[src/rtl/trace_pkg.sv]
// Shared types and constants for the writeback/store trace capture block.
package trace_pkg;

  // Default field widths used by the packed entry layout below.
  localparam int unsigned TS_W_DEF       = 16;
  localparam int unsigned DATA_W_DEF     = 32;
  localparam int unsigned DM_ADDRESS_DEF = 9;

  // Saturation ceiling for the dropped-event counter.
  localparam logic [7:0] DROP_MAX = 8'hFF;

  typedef enum logic {
    EV_REG = 1'b0,
    EV_MEM = 1'b1
  } trace_type_e;

  typedef struct packed {
    trace_type_e                typ;
    logic [TS_W_DEF-1:0]        ts;
    logic [DM_ADDRESS_DEF-1:0]  idx;
    logic [DATA_W_DEF-1:0]      data;
  } trace_entry_t;

endpackage

[src/rtl/wb_trace_capture_if.sv]
// Valid/ready stream carrying captured trace entries to the consumer.
interface wb_trace_capture_if #(
  parameter int unsigned TS_W       = 16,
  parameter int unsigned DATA_W     = 32,
  parameter int unsigned DM_ADDRESS = 9
);

  logic                  out_valid;
  logic                  out_ready;
  logic                  out_type;
  logic [TS_W-1:0]       out_ts;
  logic [DM_ADDRESS-1:0] out_idx;
  logic [DATA_W-1:0]     out_data;

  modport master (
    output out_valid, out_type, out_ts, out_idx, out_data,
    input  out_ready
  );

  modport slave (
    input  out_valid, out_type, out_ts, out_idx, out_data,
    output out_ready
  );

endinterface

[src/rtl/trace_fifo.sv]
// Dual-push, single-pop, first-word-fall-through FIFO with occupancy count.
// push_n selects how many of din0/din1 are written this cycle (din0 first).
module trace_fifo #(
  parameter int unsigned DEPTH = 16,
  parameter int unsigned W     = 58
) (
  input  logic                   clk,
  input  logic                   reset,
  input  logic                   clear,
  input  logic [1:0]             push_n,
  input  logic [W-1:0]           din0,
  input  logic [W-1:0]           din1,
  input  logic                   pop,
  output logic [W-1:0]           dout,
  output logic [$clog2(DEPTH):0] count
);

  localparam int unsigned AW = $clog2(DEPTH);
  localparam int unsigned CW = AW + 1;

  logic [W-1:0]  mem [DEPTH];
  logic [AW-1:0] wptr;
  logic [AW-1:0] wptr_next;
  logic [AW-1:0] rptr;

  assign wptr_next = wptr + AW'(1);

  // Pointer and occupancy bookkeeping; clear flushes without touching storage.
  always_ff @(posedge clk or negedge reset) begin
    if (!reset) begin
      wptr  <= '0;
      rptr  <= '0;
      count <= '0;
    end else if (clear) begin
      wptr  <= '0;
      rptr  <= '0;
      count <= '0;
    end else begin
      wptr  <= wptr + AW'(push_n);
      if (pop) begin
        rptr <= rptr + AW'(1);
      end
      count <= count + CW'(push_n) - CW'(pop);
    end
  end

  // Entry storage; the second push lands in the slot after the first.
  always_ff @(posedge clk) begin
    if (!clear) begin
      if (push_n != 2'd0) begin
        mem[wptr] <= din0;
      end
      if (push_n == 2'd2) begin
        mem[wptr_next] <= din1;
      end
    end
  end

  // Head is forced to zero while empty so outputs are clean after reset.
  assign dout = (count != '0) ? mem[rptr] : '0;

endmodule

[src/rtl/wb_trace_capture.sv]
// Trace capture: qualifies writeback and store events from the core,
// timestamps them, queues them for a valid/ready consumer and keeps
// drop statistics when the queue cannot take them.
module wb_trace_capture
  import trace_pkg::*;
#(
  parameter int unsigned DEPTH      = 16,
  parameter int unsigned TS_W       = 16,
  parameter int unsigned DATA_W     = 32,
  parameter int unsigned DM_ADDRESS = 9
) (
  input  logic                   clk,
  input  logic                   reset,
  input  logic                   enable,
  input  logic                   clear,
  input  logic                   reg_write_sig,
  input  logic [4:0]             reg_num,
  input  logic [DATA_W-1:0]      reg_data,
  input  logic                   wr,
  input  logic [DM_ADDRESS-1:0]  addr,
  input  logic [DATA_W-1:0]      wr_data,
  wb_trace_capture_if.master     trace,
  output logic [$clog2(DEPTH):0] count,
  output logic                   overflow,
  output logic [7:0]             drop_cnt
);

  localparam int unsigned CW = $clog2(DEPTH) + 1;
  localparam int unsigned W  = 1 + TS_W + DM_ADDRESS + DATA_W;

  logic [TS_W-1:0] ts;
  logic            reg_ev;
  logic            mem_ev;
  logic            pop;
  logic [1:0]      need;
  logic [1:0]      grant;
  logic [1:0]      drops;
  logic [CW:0]     free;
  logic [W-1:0]    reg_entry;
  logic [W-1:0]    mem_entry;
  logic [W-1:0]    din0;
  logic [W-1:0]    head;
  logic [8:0]      drop_sum;

  // Event qualification and space arbitration; the writeback is older
  // than the store, so it takes the first slot and the store is the one
  // dropped when only one slot remains.
  always_comb begin
    reg_ev    = enable & reg_write_sig & (reg_num != 5'd0);
    mem_ev    = enable & wr;
    pop       = trace.out_valid & trace.out_ready;
    need      = {1'b0, reg_ev} + {1'b0, mem_ev};
    free      = (CW+1)'(DEPTH) - {1'b0, count} + {{CW{1'b0}}, pop};
    grant     = (free >= {{(CW-1){1'b0}}, need}) ? need : free[1:0];
    drops     = need - grant;
    reg_entry = {EV_REG, ts, DM_ADDRESS'(reg_num), reg_data};
    mem_entry = {EV_MEM, ts, addr, wr_data};
    din0      = reg_ev ? reg_entry : mem_entry;
    drop_sum  = {1'b0, drop_cnt} + {7'b0, drops};
  end

  trace_fifo #(
    .DEPTH (DEPTH),
    .W     (W)
  ) u_fifo (
    .clk    (clk),
    .reset  (reset),
    .clear  (clear),
    .push_n (grant),
    .din0   (din0),
    .din1   (mem_entry),
    .pop    (pop),
    .dout   (head),
    .count  (count)
  );

  // Free-running timestamp, independent of enable.
  always_ff @(posedge clk or negedge reset) begin
    if (!reset) begin
      ts <= '0;
    end else if (clear) begin
      ts <= '0;
    end else begin
      ts <= ts + TS_W'(1);
    end
  end

  // Sticky overflow flag and saturating drop counter.
  always_ff @(posedge clk or negedge reset) begin
    if (!reset) begin
      overflow <= 1'b0;
      drop_cnt <= '0;
    end else if (clear) begin
      overflow <= 1'b0;
      drop_cnt <= '0;
    end else if (drops != 2'd0) begin
      overflow <= 1'b1;
      drop_cnt <= drop_sum[8] ? DROP_MAX : drop_sum[7:0];
    end
  end

  // Stream outputs straight from the FIFO head.
  always_comb begin
    trace.out_valid = (count != '0);
    {trace.out_type, trace.out_ts, trace.out_idx, trace.out_data} = head;
  end

endmodule

[src/flat_wrapper.sv]
// flat-port wrapper written by rule: the top's interface ports become plain ports
module wb_trace_capture_flat import trace_pkg::*;
#(
  parameter int unsigned DEPTH      = 16,
  parameter int unsigned TS_W       = 16,
  parameter int unsigned DATA_W     = 32,
  parameter int unsigned DM_ADDRESS = 9
)
  (clk, reset, enable, clear, reg_write_sig, reg_num, reg_data, wr, addr, wr_data, count, overflow, drop_cnt, trace_out_valid, trace_out_type, trace_out_ts, trace_out_idx, trace_out_data, trace_out_ready);
  wb_trace_capture_if #(.TS_W(TS_W), .DATA_W(DATA_W), .DM_ADDRESS(DM_ADDRESS)) trace_i ();
  input  logic clk;
  input  logic reset;
  input  logic enable;
  input  logic clear;
  input  logic reg_write_sig;
  input  logic [4:0] reg_num;
  input  logic [DATA_W-1:0] reg_data;
  input  logic wr;
  input  logic [DM_ADDRESS-1:0] addr;
  input  logic [DATA_W-1:0] wr_data;
  output logic [$clog2(DEPTH):0] count;
  output logic overflow;
  output logic [7:0] drop_cnt;
  output wire logic [$bits(trace_i.out_valid)-1:0] trace_out_valid;
  output wire logic [$bits(trace_i.out_type)-1:0] trace_out_type;
  output wire logic [$bits(trace_i.out_ts)-1:0] trace_out_ts;
  output wire logic [$bits(trace_i.out_idx)-1:0] trace_out_idx;
  output wire logic [$bits(trace_i.out_data)-1:0] trace_out_data;
  input wire logic [$bits(trace_i.out_ready)-1:0] trace_out_ready;
  assign trace_out_valid = trace_i.out_valid;
  assign trace_out_type = trace_i.out_type;
  assign trace_out_ts = trace_i.out_ts;
  assign trace_out_idx = trace_i.out_idx;
  assign trace_out_data = trace_i.out_data;
  assign trace_i.out_ready = trace_out_ready;
  wb_trace_capture #(.DEPTH(DEPTH), .TS_W(TS_W), .DATA_W(DATA_W), .DM_ADDRESS(DM_ADDRESS)) u_core (.clk(clk), .reset(reset), .enable(enable), .clear(clear), .reg_write_sig(reg_write_sig), .reg_num(reg_num), .reg_data(reg_data), .wr(wr), .addr(addr), .wr_data(wr_data), .trace(trace_i), .count(count), .overflow(overflow), .drop_cnt(drop_cnt));
endmodule
[config.mk]
export PLATFORM = sky130hd
export DESIGN_NAME = wb_trace_capture_flat
export DESIGN_NICKNAME = d
export VERILOG_FILES = /design/src/rtl/trace_pkg.sv /design/src/rtl/wb_trace_capture_if.sv /design/src/rtl/trace_fifo.sv /design/src/rtl/wb_trace_capture.sv /design/src/flat_wrapper.sv
export SDC_FILE = /design/constraint.sdc
export NUM_CORES = 2
export LEC_CHECK = 0
export CORE_UTILIZATION = 43
export CTS_BUF_LIST = sky130_fd_sc_hd__clkbuf_2
export DETAILED_ROUTE_END_ITERATION = 8
export PLACE_DENSITY = 0.61
export SYNTH_ARGS = -nofsm -noshare
export SYNTH_HDL_FRONTEND = slang
export SYNTH_SLANG_ARGS = --single-unit
export TNS_END_PERCENT = 50
[constraint.sdc]
create_clock -name clk -period 6.8 [get_ports clk]
set_input_delay 0.68 -clock clk [delete_from_list [all_inputs] [get_ports clk]]
set_output_delay 0.68 -clock clk [all_outputs]
set_load 0.02 [all_outputs]
=== After elaboration in Yosys (flattened, before gate mapping) ===
Memory sizes are Yosys's and may differ from the RTL's.
Index checks and enable logic that the tools add are counted.

* Output and inout port bits: 73
* Input bits: 85
* Bits in latches: 0
* Memory bits (writable): 928
* Bits in read-only memories: 0
* Memories: 1
* Word-level logic and storage cells: 49
* Flip-flop bits (word level): 38

{| class="wikitable"
|+ Memories
! name !! depth !! bits a word !! read ports !! clocked after memory_dff !! wr ports !! line !! text
|-
| u_core.u_fifo.mem || 16 || 58 || 1 || 0 || 2 || trace_fifo.sv:21 || <nowiki>logic [W-1:0] mem [DEPTH];</nowiki>
|}

* Reductions and logical operators: 6
* Shift operators: 0
* Bitwise operators: 4
* Equality and inequality tests: 1
* Order comparisons: 1
* Add/subtract/negate cells: 11
* Mux-type cells: 19
* Multipliers: 0
* Divide/modulo/power cells: 0

{| class="wikitable"
|+ Operator list
! operator !! count
|-
| $mux W58 || 2
|-
| $mux W8 || 3
|-
| $add A16 B1 Y16 const B || 1
|-
| $mux W16 || 1
|-
| $mux W4 || 3
|-
| $reduce_bool A5 Y1 || 2
|-
| $add A8 B2 Y9 || 1
|-
| $add A4 B1 Y4 const B || 2
|-
| $mux W1 || 8
|-
| $reduce_bool A2 Y1 || 4
|-
| $add A6 B1 Y6 || 1
|-
| $ge A6 B2 Y1 || 1
|-
| $sub A5 B5 Y6 const A || 1
|-
| $add A5 B2 Y5 || 1
|-
| $mux W5 || 1
|-
| $sub A5 B1 Y5 || 1
|-
| $add A4 B2 Y4 || 1
|-
| $and A1 B1 Y1 || 4
|-
| $add A1 B1 Y2 || 1
|-
| $eq A2 B2 Y1 const B || 1
|-
| $mux W2 || 1
|-
| $sub A2 B2 Y2 || 1
|}

=== Longest topological paths before layout ===
* Word-level depth: 10
* Gate-level depth with buffers: 24

=== Modules after synthesis ===
A second synthesis with hierarchy kept.

* Cells, all modules: 3157
* Area, all modules: 49870.3 sq um

{| class="wikitable"
|+ Modules (own cells, without submodules)
! module !! times used !! area an instance (sq um) !! cells each
|-
| trace_fifo || 1 || 47875.9 || 2880
|-
| wb_trace_capture || 1 || 1994.4 || 277
|}

=== Worst setup path after synthesis ===
Ideal clock, no wire load.

* Path type: input to register
* From: input reg_num[3]
* To: memory u_core.u_fifo.mem[1][33], data pin
* Required time: 6.633 ns
* Stages on the path: 16
* Library setup time: 0.167 ns
* Setup slack: -0.934 ns
* Arrival time: 7.567 ns
* Cells stage by stage: or4_1 o211ai_1 inv_1 clkbuf_1 clkbuf_1 clkbuf_1 ha_1 ha_1 nand2b_1 a211o_1 clkbuf_1 a21oi_2 mux2i_1 inv_1 clkbuf_1 a211oi_1

{| class="wikitable"
|+ RTL lines
! element !! line !! text
|-
| from (decl) || flat_wrapper.sv:16 || <nowiki>input logic [4:0] reg_num;</nowiki>
|-
| to (decl) || trace_fifo.sv:21 ||
|}

=== Worst setup path after layout ===
* From: register u_core.u_fifo.rptr[1]
* To: output trace_out_data[26]

* Cells in the longest elaborated chain, start to end: 2

{| class="wikitable"
|+ Ends and longest elaborated chain
! element !! line !! text
|-
| from (decl) || trace_fifo.sv:24 || <nowiki>logic [AW-1:0] rptr;</nowiki>
|-
| from (signal assigned) || trace_fifo.sv:41 || <nowiki>rptr <= rptr + AW'(1);</nowiki>
|-
| $mem_v2 Z16 W58 || -- ||
|-
| $mux W58 || trace_fifo.sv:60 || <nowiki>assign dout = (count != '0) ? mem[rptr] : '0;</nowiki>
|-
| to (decl) || flat_wrapper.sv:28 || <nowiki>output wire logic [$bits(trace_i.out_data)-1:0] trace_out_data;</nowiki>
|}

No other way between the ends.

==> summary.md <==
| Metric | Value |
|---|---|
| Core Util, Final | `about 49%` |
| Adder-Cell Fraction of Synth Area | `less than 1%` |
| Yosys reg bits | `966` |
| Leak pwr | `0.0178 uW` |
| Crit path from | `u_core.u_fifo.rptr[1]$_DFFE_PN0P_` |
| CP Class | `flop to output port` |
| Ys Warns | `0` |
| Syn_area_per_cell | `about 14 um^2` |
| Tmin final | `5.68 ns` |
| Synthesized cell area | `48,400 um^2` |
| Largest family of logic cells by synthesized area | `multiplexers` |
| Fraction of synthesized area in multiplexers | `13.6%` |
| Die H | `337 um` |
| GRT overflow | `0` |
| Worst slew margin | `20.4%` |
| Hold path depth | `2` |
| Layout cells sized above 1 | `23.6%` |
| CTS tree | `yes` |
| Most crowded layer after global routing | `met2` |
| First-pass GRT wire length | `237,000 um` |
| Die area | `approximately 110,000 um^2` |
| Clock power frac | `27.3%` |
| Most common cell on crit path | `mux4_2` |
| Via density | `roughly 6.4` |
| Initial DRC count | `about 4.5k` |
| Synth top area cells | `edfxtp_1 (57%), mux4_2 (13%), a22o_1 (3.5%), and2_1 (2.7%), nor2_1 (2.6%)` |
| Max Clock Skew | `0.146 ns` |
| Initial antenna violation count | `7` |
| Number of global-route vias before repair | `34.3k` |
| Met2 global-route usage | `between 40% and 50%` |
| Power, Total | `15,300 uW` |
| Clock latency on the worst-skew pair | `around 1.5 ns` |
| Area growth syn-to-layout | `12.4%` |
| H-tree depth | `5` |
| Post-synth top area cell | `edfxtp_1` |
| Pwr/cell area | `282 nW/um^2` |
| Largest net degree at the start of global routing | `84` |
| Slew @ Worst Pin | `1.19 ns` |
| Worst-path clk slew | `0.10 ns` |
| Hold Slack | `0.178 ns` |
| Reg2Reg Setup Slack | `between 1 and 1.5 ns` |
| Hold Path End | `u_core.u_fifo.mem[7][12]$_DFFE_PP_` |
| Switching share of power | `33.5%` |
| R2r endpoint | `u_core.u_fifo.mem[11][7]$_DFFE_PP_` |
| Buffers plus inverters on the worst setup path | `2` |
| Peak supply drop | `0.217 mV` |
| I/O pin cnt | `158` |
| Pins over their slew limit | `0` |
| Avg WL per Cell | `30.6 um` |
| Initial Utilization | `43.5%` |
| Post-synth top area share | `56.6%` |
| Setup crit end kind | `output port` |
| EDFF count, synth | `~910` |
| Routed WL | `165,000 um` |
| Rows | `~120` |
| Met3 Usage GRT | `6.91%` |
| XOR/XNOR share of the synthesized area | `less than 1%` |
| Distinct cells, synth | `between 70 and 80` |
| Slowest stage delay, CP | `1.01 ns` |
| TritonCTS buffer count | `274` |
| Data required, critical path | `6.12 ns` |
| Crit path DAT | `about 5.0 ns` |
| Final Hold Fails | `0` |
| HP Start | `reg_data[12]` |
| Number of remaining DRC errors | `0` |
| Reg2Reg Depth | `16` |
| CP top delay family | `buffers and inverters` |
| Remaining antenna violation count | `0` |
| Sequential cell area fraction in the yosys report | `59.2%` |
| Max Clk Rate | `approximately 180 MHz` |
| Met1 Track Usage GR | `39.6%` |
| Core area | `111,000 um^2` |
| Async set-reset flop share out of synthesis | `3.93%` |
| Synth Area in Compound Gates | `between 10% and 20%` |
| Logic pwr share | `28.3%` |
| Ys flop type | `edfxtp_1` |
| Via Count | `34.7k` |
| Tot GR Track Use | `between 20% and 30%` |
| Port bufs | `157` |
| Cells after Synth | `3,541` |
| Layout Nets | `3,837` |
| Critical-path top delay cell | `dfrtp_4` |
| Syn nets | `3,649` |
| Net Sw Power | `5140 uW` |
| Sequential power share | `44.4%` |
| Simple-Gate Fraction of Synth Area | `between 10% and 20%` |
| Chip Width | `337 um` |
| Tcrit/Tclk final | `between 80 and 90%` |
| Final HPWL DP | `93,700 um` |
| Max Fanout on Critical Path | `47` |
| Worst r2r src | `u_core.u_fifo.count[2]$_DFF_PN0_` |
| Outcome | `completed` |
| Detailed Routing Iterations Pass 1 | `6` |
| GPL Wtd Cong | `between 0.8 and 0.9` |
| Post-CTS setup buffer count | `0` |
| Total Neg Setup Slack | `0 ns` |
| Clock sinks | `slightly below 1k` |
| Max-Cap Viols | `0` |
| HP Class | `input port to flop` |
| Setup violators final | `0` |
| CP cell instances | `buf_4 > mux4_2 > mux4_2 > and2_1 > clkdlybuf4s50_1` |
| CP startpoint kind | `flop` |
| RSZ-0062 raised after global routing | `false` |
| Cell Int Power | `a little over 10,000 uW` |
| Root buf cell | `clkbuf_2` |
| Clock Path Buffers | `4` |
-- flip-flops by register name (all words and copies together) (netlist names) --
name,cells
u_core.drop_cnt,8
u_core.overflow,1
u_core.ts,16
u_core.u_fifo.count,5
u_core.u_fifo.mem,928
u_core.u_fifo.rptr,4
u_core.u_fifo.wptr,4
-- metal layers --
layer	vias to the layer above	share of wire, %
met5	-	0.0091
met4	2	3.8
li1	14300	-
met3	423	11
met1	17500	38
met2	2447	46
-- power groups by stage --
stage | Combinational (uW) | Clock, uW | Sequential (uW)
floorplan | 2790 | 0 | 6840
global placement | 4300 | 0 | 6940
detailed placement | 4330 | 0 | 6950
CTS | 4360 | 4260 | 6810
global route | 4600 | 4560 | 6830
finish | 4340 | 4190 | 6810
-- worst register-to-register path, cell delays in order, from the launching register on --
cell and delay, ns:
dfrtp_1 0.48, inv_1 0.12, ha_1 0.22, or4b_4 0.48, nand2_1 0.13, ha_1 0.21, inv_1 0.05, ha_1 0.42
ha_1 0.28, a211o_1 0.46, o2bb2ai_4 0.46, or3_1 0.62, buf_4 0.28, o31ai_4 0.22, buf_4 0.37, o2bb2ai_1 0.17
dlygate4sd3_1 0.55
-- worst max path at each step --
stage | end | slack, ns | cells past startpoint
after global routing | trace_out_data[19] | 0.90 | 5
after CTS | trace_out_data[26] | 0.96 | 5
after floorplan | u_core.u_fifo.mem[13][27]$_DFFE_PP_ | 0.14 | 16
after global placement | u_core.drop_cnt[2]$_DFFE_PN0P_ | 0.76 | 20
after detailed placement | u_core.drop_cnt[2]$_DFFE_PN0P_ | 0.73 | 20
final | trace_out_data[26] | 1.12 | 5
-- cells in the final DEF (no fill, tap or decap), types with 50 or more instances in the layout --
| cell | count |
|---|---|
| a21oi_1 | 50 |
| a22o_1 | 191 |
| and2_1 | 209 |
| buf_4 | 115 |
| clkbuf_2 | 396 |
| clkdlybuf4s50_1 | 155 |
| edfxtp_1 | 912 |
| inv_1 | 54 |
| mux4_2 | 290 |
| nand2_1 | 134 |
| nand3_1 | 116 |
| nand4_1 | 94 |
| nor2_1 | 331 |
| nor2b_1 | 63 |
| nor3_1 | 132 |
| o21ai_0 | 61 |
| o2bb2ai_1 | 75 |
| o31ai_1 | 88 |
-- layout make-up --
class                           count  area [um^2]
Multi-Input combinational cell   2111        18100
Antenna cell                        7         17.5
Clock inverter                     54          343
Sequential cell                   966        28700
Inverter                           58          230
Tap cell                         1488         1860
Fill cell                        9782        56700
Timing Repair Buffer              318         3140
Clock buffer                      396         1980
-- logic make-up (layout without fill, tap and decap cells) --
family                     count (synthesis)  count (layout)
other                                      0               7
xor gates and xnor gates                  25              25
AOI/OAI and AO/OA                        625             625
adders and majority gates                 23              23
muxes                                    296             296
buffers and inverters                    464             826
DFF                                      966             966
and+or+nand+nor                         1142            1142
-- synthesized netlist by cell type, types with 6 or more instances --
cell type and count:
ha_1 20, o211a_1 9, dfrtp_1 38, clkbuf_1 293
buf_1 31, nor3_2 6, and2_1 209, xor2_1 14
o2bb2ai_1 76, nor2b_1 63, nand3_1 116, o31ai_1 88
nand4_1 94, dfxtp_1 16, edfxtp_1 912, nor3_1 136
xnor2_1 11, o21ai_0 63, mux4_2 290, nor2_1 336
nand2_1 137, inv_1 57, a21o_1 9, a211oi_1 34
and3_1 27, a21oi_1 52, a22o_1 191, a22oi_1 26
buf_4 9, buf_2 60, a32o_1 17, buf_6 13
-- what timing repair did --
action                                 in CTS  in global routing
hold buffers                               22                  0
gates resized for setup                     0                  0
endpoints found under the hold margin     171                  0
setup endpoints to repair                   0                  0
-- per-stage QoR --
| step | worst slack, ns | instance area (um^2) | instances |
|---|---|---|---|
| after global routing | 0.895 | 54400 | 5398 |
| after CTS | 0.957 | 54400 | 5391 |
| after detailed placement | 0.728 | 51800 | 4919 |
| after floorplan | 0.140 | 48400 | 3541 |
| after global placement | 0.759 | 51800 | 4919 |
| final | 1.12 | 54400 | 5398 |
No activity file was read; power rests on OpenSTA's default activity.
